[src/rtl/mem_pkg.sv]
// Shared memory-stage types: store entries, store-buffer states and lane geometry.
package mem_pkg;

  localparam int unsigned LANE_W = 8;
  localparam int unsigned LANES  = 4;

  // lanes[i] is cache byte lane i; lane 3 holds the lowest byte address (big-endian)
  typedef logic [LANES-1:0][LANE_W-1:0] lanes_t;

  typedef struct packed {
    logic [31:0]      addr;
    lanes_t           lanes;
    logic [LANES-1:0] be;
  } store_entry_t;

  typedef enum logic [1:0] {
    RUN   = 2'd0,
    DRAIN = 2'd1,
    DONE  = 2'd2
  } sb_state_e;

endpackage

[src/rtl/store_lane_fmt.sv]
// Combinational store formatter: places word or byte store data into big-endian
// cache lanes with matching byte enables, and aligns the address to its word.
module store_lane_fmt
  import mem_pkg::*;
(
  input  logic [31:0]      addr,
  input  logic [31:0]      data,
  input  logic             is_word,
  output logic [31:0]      word_addr,
  output lanes_t           lanes,
  output logic [LANES-1:0] be
);

  logic [1:0] lane_idx;

  // byte offset b lands in lane 3-b, which is the bitwise inverse of b
  assign lane_idx  = ~addr[1:0];
  assign word_addr = {addr[31:2], 2'b00};

  always_comb begin
    lanes = '0;
    be    = '0;
    if (is_word) begin
      for (int unsigned i = 0; i < LANES; i++) begin
        lanes[i] = data[i*LANE_W +: LANE_W];
      end
      be = '1;
    end else begin
      lanes[lane_idx] = data[LANE_W-1:0];
      be[lane_idx]    = 1'b1;
    end
  end

endmodule

[src/rtl/store_buffer.sv]
// Memory-stage store FIFO: formats stores into cache lanes, issues them over req/ack
// and drains on halt. Optional macro STORE_BUFFER_LOAD_HAZARD_EN builds load overlap checks.
module store_buffer
  import mem_pkg::*;
#(
  parameter int unsigned DEPTH = 4
) (
  input  logic                     clk,
  input  logic                     reset,
  input  logic                     st_valid,
  output logic                     st_ready,
  input  logic [31:0]              st_addr,
  input  logic [31:0]              st_data,
  input  logic                     st_is_word,
  output logic                     cache_req,
  input  logic                     cache_ack,
  output logic [31:0]              cache_addr,
  output logic [LANE_W-1:0]        cache_wdata [0:LANES-1],
  output logic [LANES-1:0]         cache_be,
  input  logic [31:0]              ld_addr,
  output logic                     load_hazard,
  input  logic                     halted_controller,
  output logic                     drained,
  output logic [$clog2(DEPTH):0]   count
);

  localparam int unsigned PTR_W = $clog2(DEPTH);

  typedef logic [PTR_W-1:0] ptr_t;
  typedef logic [PTR_W:0]   cnt_t;

  localparam cnt_t FULL_CNT = cnt_t'(DEPTH);

  store_entry_t mem_q [DEPTH];
  ptr_t         rd_ptr_q, rd_ptr_d;
  ptr_t         wr_ptr_q, wr_ptr_d;
  cnt_t         count_q, count_d;
  sb_state_e    state_q, state_d;

  logic             full, empty, push, pop;
  logic [31:0]      fmt_addr;
  lanes_t           fmt_lanes;
  logic [LANES-1:0] fmt_be;
  store_entry_t     head;

  store_lane_fmt u_fmt (
    .addr      (st_addr),
    .data      (st_data),
    .is_word   (st_is_word),
    .word_addr (fmt_addr),
    .lanes     (fmt_lanes),
    .be        (fmt_be)
  );

  assign full      = (count_q == FULL_CNT);
  assign empty     = (count_q == '0);
  assign st_ready  = !full && (state_q == RUN);
  assign cache_req = !empty && (state_q != DONE);
  assign push      = st_valid && st_ready;
  assign pop       = cache_req && cache_ack;
  assign drained   = (state_q == DONE);
  assign count     = count_q;
  assign head      = mem_q[rd_ptr_q];

  always_comb begin
    rd_ptr_d = rd_ptr_q;
    wr_ptr_d = wr_ptr_q;
    count_d  = count_q;
    if (pop) begin
      rd_ptr_d = rd_ptr_q + ptr_t'(1);
    end
    if (push) begin
      wr_ptr_d = wr_ptr_q + ptr_t'(1);
    end
    if (push && !pop) begin
      count_d = count_q + cnt_t'(1);
    end else if (pop && !push) begin
      count_d = count_q - cnt_t'(1);
    end
  end

  always_comb begin
    state_d = state_q;
    unique case (state_q)
      RUN: begin
        if (halted_controller) begin
          state_d = DRAIN;
        end
      end
      DRAIN: begin
        // no enqueues in DRAIN, so the last pop empties the buffer
        if (empty || (count_q == cnt_t'(1) && pop)) begin
          state_d = DONE;
        end
      end
      DONE:    state_d = DONE;
      default: state_d = RUN;
    endcase
  end

  always_ff @(posedge clk) begin
    if (reset) begin
      rd_ptr_q <= '0;
      wr_ptr_q <= '0;
      count_q  <= '0;
      state_q  <= RUN;
    end else begin
      rd_ptr_q <= rd_ptr_d;
      wr_ptr_q <= wr_ptr_d;
      count_q  <= count_d;
      state_q  <= state_d;
    end
  end

  // Payload storage needs no reset: outputs are masked while the buffer is empty.
  always_ff @(posedge clk) begin
    if (!reset && push) begin
      mem_q[wr_ptr_q] <= '{addr: fmt_addr, lanes: fmt_lanes, be: fmt_be};
    end
  end

  always_comb begin
    cache_addr = '0;
    cache_be   = '0;
    for (int unsigned i = 0; i < LANES; i++) begin
      cache_wdata[i] = '0;
    end
    if (!empty) begin
      cache_addr = head.addr;
      cache_be   = head.be;
      for (int unsigned i = 0; i < LANES; i++) begin
        cache_wdata[i] = head.lanes[i];
      end
    end
  end

`ifdef STORE_BUFFER_LOAD_HAZARD_EN
  always_comb begin
    load_hazard = push && (fmt_addr[31:2] == ld_addr[31:2]);
    for (int unsigned i = 0; i < DEPTH; i++) begin
      ptr_t slot_off;
      // entry i is live when its distance from the head is below the occupancy
      slot_off = ptr_t'(i) - rd_ptr_q;
      if ({1'b0, slot_off} < count_q && mem_q[i].addr[31:2] == ld_addr[31:2]) begin
        load_hazard = 1'b1;
      end
    end
  end
`else
  logic unused_ld_addr;
  assign unused_ld_addr = ^ld_addr;
  assign load_hazard    = 1'b0;
`endif

endmodule

[config.mk]
export PLATFORM = sky130hd
export DESIGN_NAME = store_buffer
export DESIGN_NICKNAME = d
export VERILOG_FILES = /design/src/rtl/mem_pkg.sv /design/src/rtl/store_lane_fmt.sv /design/src/rtl/store_buffer.sv
export SDC_FILE = /design/constraint.sdc
export NUM_CORES = 1
export LEC_CHECK = 0
export CORE_ASPECT_RATIO = 0.75
export CORE_MARGIN = 1
export CORE_UTILIZATION = 40
export CTS_BUF_LIST = sky130_fd_sc_hd__clkbuf_4 sky130_fd_sc_hd__clkbuf_8
export CTS_CLUSTER_SIZE = 25
export DETAILED_ROUTE_END_ITERATION = 10
export RECOVER_POWER = 50
export SETUP_SLACK_MARGIN = 0.5
export SYNTH_ARGS = -nofsm -noshare
export SYNTH_HDL_FRONTEND = slang
export SYNTH_SLANG_ARGS = --single-unit
[constraint.sdc]
create_clock -name clk -period 2.9 [get_ports clk]
set_input_delay 0.435 -clock clk [delete_from_list [all_inputs] [get_ports clk]]
set_output_delay 0.435 -clock clk [all_outputs]
set_load 0.02 [all_outputs]
==> out/results.ini <==
[status]
outcome = completed

[routing]
ant_nets = 0
wl_met3_mm = 1.38
wl_mm = 25.4
wl_per_cell_um = 21.5
drt_iter0_markers = 359
drc_errors = 0
drt_first_pass_iters = 4
wl_met1_mm = 11.1
via_per_inst = 5.05
highest_layer = met4
vias = 5984
wl_met2_mm = 12.4

[setup_path]
crit_path_end_kind = output pin
worst-path-max-fanout = 17
crit_path_top_delay_cell = dfxtp_1
crit_arrival_ns = 2.22
start_kind = flip-flop
slowest_delay_ns = 0.35
cp.required_ns = 2.47
cp_common_cell = buf_12
worstPathCellList = clkinvlp_2 > ha_4 > nor2b_4 > buf_12 > buf_12 > buf_16 > nor2b_1 > buf_2
path_class = reg -> out

[cts]
cts.path.max_buffers = 3
htreeDepth = 2
cts_hold_buf = 0
cts_buffers = 43
cts_tree = built
clk_pin_slew_ns = 0.06
cts.sinks = 275
clock_latency_ns = 0.53
cts_root_buf = clkbuf_8

[sta]
max_freq_ghz = 0.377
rsz0062_at_grt = yes
slew_headroom = 0.596
setup_ws_ns = 0.246
slew_viol_final = 0
hold_viol = 0
setup_violations = 0
skew_ns = 0.0145
whs_ns = 0.491
fin_setup_tns_ns = 0
finalCriticalPeriod_ns = 2.65
tightestPinTransition_ns = 0.599
period_share = 0.915

[global_routing]
overflow = 0
antenna_found_initial = 1
grt_util_all_layers = 0.180
grt_pass1_wl_mm = 38.0
grt_pass1_vias = 6359
grt_max_degree = 48

[floorplan]
coreArea_sq_um = 27100
start_util = 0.409
ios = 177
die-area_sq_um = 28400
die_y_um = 146
dieWidth_um = 194
placement_rows = 52

[synthesis]
syn_area_sq_um = 11100
synth_edf_count = 264
synth_warnings = 0
synthArstFlopShare = 0
seq_area_frac_synth = 0.735
synth_ff_type = edfxtp_1
synth.distinct_cells = 31
synth_area_per_cell_sq_um = 19.2
syn_inst = 577
synth-seq-cells = 275

[cells_and_area]
fin_area_sq_um = 14900
seq_area_sq_um = 8160
nNetsFinal = 916
nFillCells = 2098
multiInputGateArea_sq_um = 2960
area_delta_synth_final_pct = 34.5
drive_above_1_share = 0.368

[place]
gp_congestion = 0.797
io_buffers = 141
dp_hpwl_mm = 13.9
preCtsSetupSlack_ns = 0.488
place_area_sq_um = 13100

[pwr]
power.total_mw = 14.3
powerDensity_nw_per_um2 = 962
ir_drop_mv = 0.470
power.leakage_nw = 5.21

[flow_run]
max_cap_viol_count = 0

[min_path]
min_path_type = reg -> reg

final cells by class:
cell class,count,area share
Timing Repair Buffer,209,0.162
Inverter,10,0.00260
Clock buffer,54,0.0461
Multi-Input combinational cell,262,0.198
Antenna cell,1,0.000168
Tap cell,351,0.0295
Sequential cell,275,0.547
Clock inverter,22,0.0139
power breakdown:
group | leakage (nW) | total, mW | switching [mW] | internal [mW]
clock network | 0.468 | 3.40 | 1.48 | 1.92
logic | 2.25 | 6.10 | 2.91 | 3.19
registers | 2.49 | 4.84 | 0.118 | 4.72
total | 5.21 | 14.3 | 4.51 | 9.83
worst paths after layout:
kind	cells after the start	start	slack (ns)	end
max reg2reg	7	count[0]	0.41	mem_q[3][40]
min reg2reg	2	rd_ptr_q[1]	0.49	flip-flop
min	2	rd_ptr_q[1]	0.49	flip-flop
max	8	count[0]	0.25	cache_wdata[12]
cells in the final DEF (no fill, tap or decap), types with 8 or more instances in the layout:
cell type,count
and2b_1,16
buf_12,20
buf_16,12
buf_2,20
buf_4,24
buf_6,49
clkbuf_4,11
clkbuf_8,45
clkdlybuf4s50_1,38
clkinv_2,9
dfxtp_1,8
dlygate4sd3_1,34
edfxtp_1,264
ha_1,12
inv_1,8
mux4_2,66
nand2_1,26
nand2b_1,18
nor2b_1,29
nor2b_4,30
o21ai_0,28
timing repair:
action                     CTS  global route
setup endpoints to repair   68            68
pin swaps                    1             1
hold endpoints to repair     0             0
cloned                      11             3
setup buffers               25             7
gates resized for setup    368            80
cell usage after synthesis (3+ instances only):
master    number  area, sq um
or3_1          3         18.8
a21oi_1        7         35.0
nand2b_1      18          113
and2b_1       16          120
and2_1         5         31.3
o21ai_0       28          140
buf_2          6         30.0
edfxtp_1     264         7930
buf_6          5         56.3
clkbuf_1      14         52.6
buf_4          5         37.5
nor2b_1       59          369
inv_1         10         37.5
dfxtp_1       11          220
nand2_1       26         97.6
mux4_2        66         1490
nor2_1         5         18.8
ha_1          13          163
mux2i_1        4         40.0
state kept, by name, summed over array words and instances (netlist names), named ones only:
signal and count:
wr_ptr_q 2, mem_q 264, state_q 2, rd_ptr_q 2
count 3
critical path, delay by kind of cell (launching register included):
kind,cells,cell delay [ns]
DFF,1,0.35
and+or+nand+nor,2,0.30
buffers and inverters,5,0.82
adders and majority gates,1,0.21
per-stage QoR:
step           instances  utilization
2_1_floorplan        579            -
3_3_place_gp        1061        0.484
3_5_place_dp        1061        0.484
4_1_cts             1173        0.537
5_1_grt             1183        0.551
6_report            1184        0.551
metal layers:
metal | global-route usage | vias up
li1 | - | 2708
met1 | 0.241 | 3040
met2 | 0.299 | 189
met3 | 0.0404 | 47
met4 | 0.0476 | 0
met5 | 0 | -
logic make-up (layout without fill, tap and decap cells):
kind of cell	after synthesis	in the layout	share of synthesized area
buffers and inverters	42	295	0.0201
AND/OR/NAND/NOR	137	137	0.0727
adder cells (fa/ha/maj)	13	13	0.0147
flip-flops	275	275	0.735
multiplexers	70	70	0.138
XOR/XNOR	2	2	0.00158
other	1	4	0.000338
AO/OA/AOI/OAI	37	37	0.0174
(Power assumes the default switching activity.)
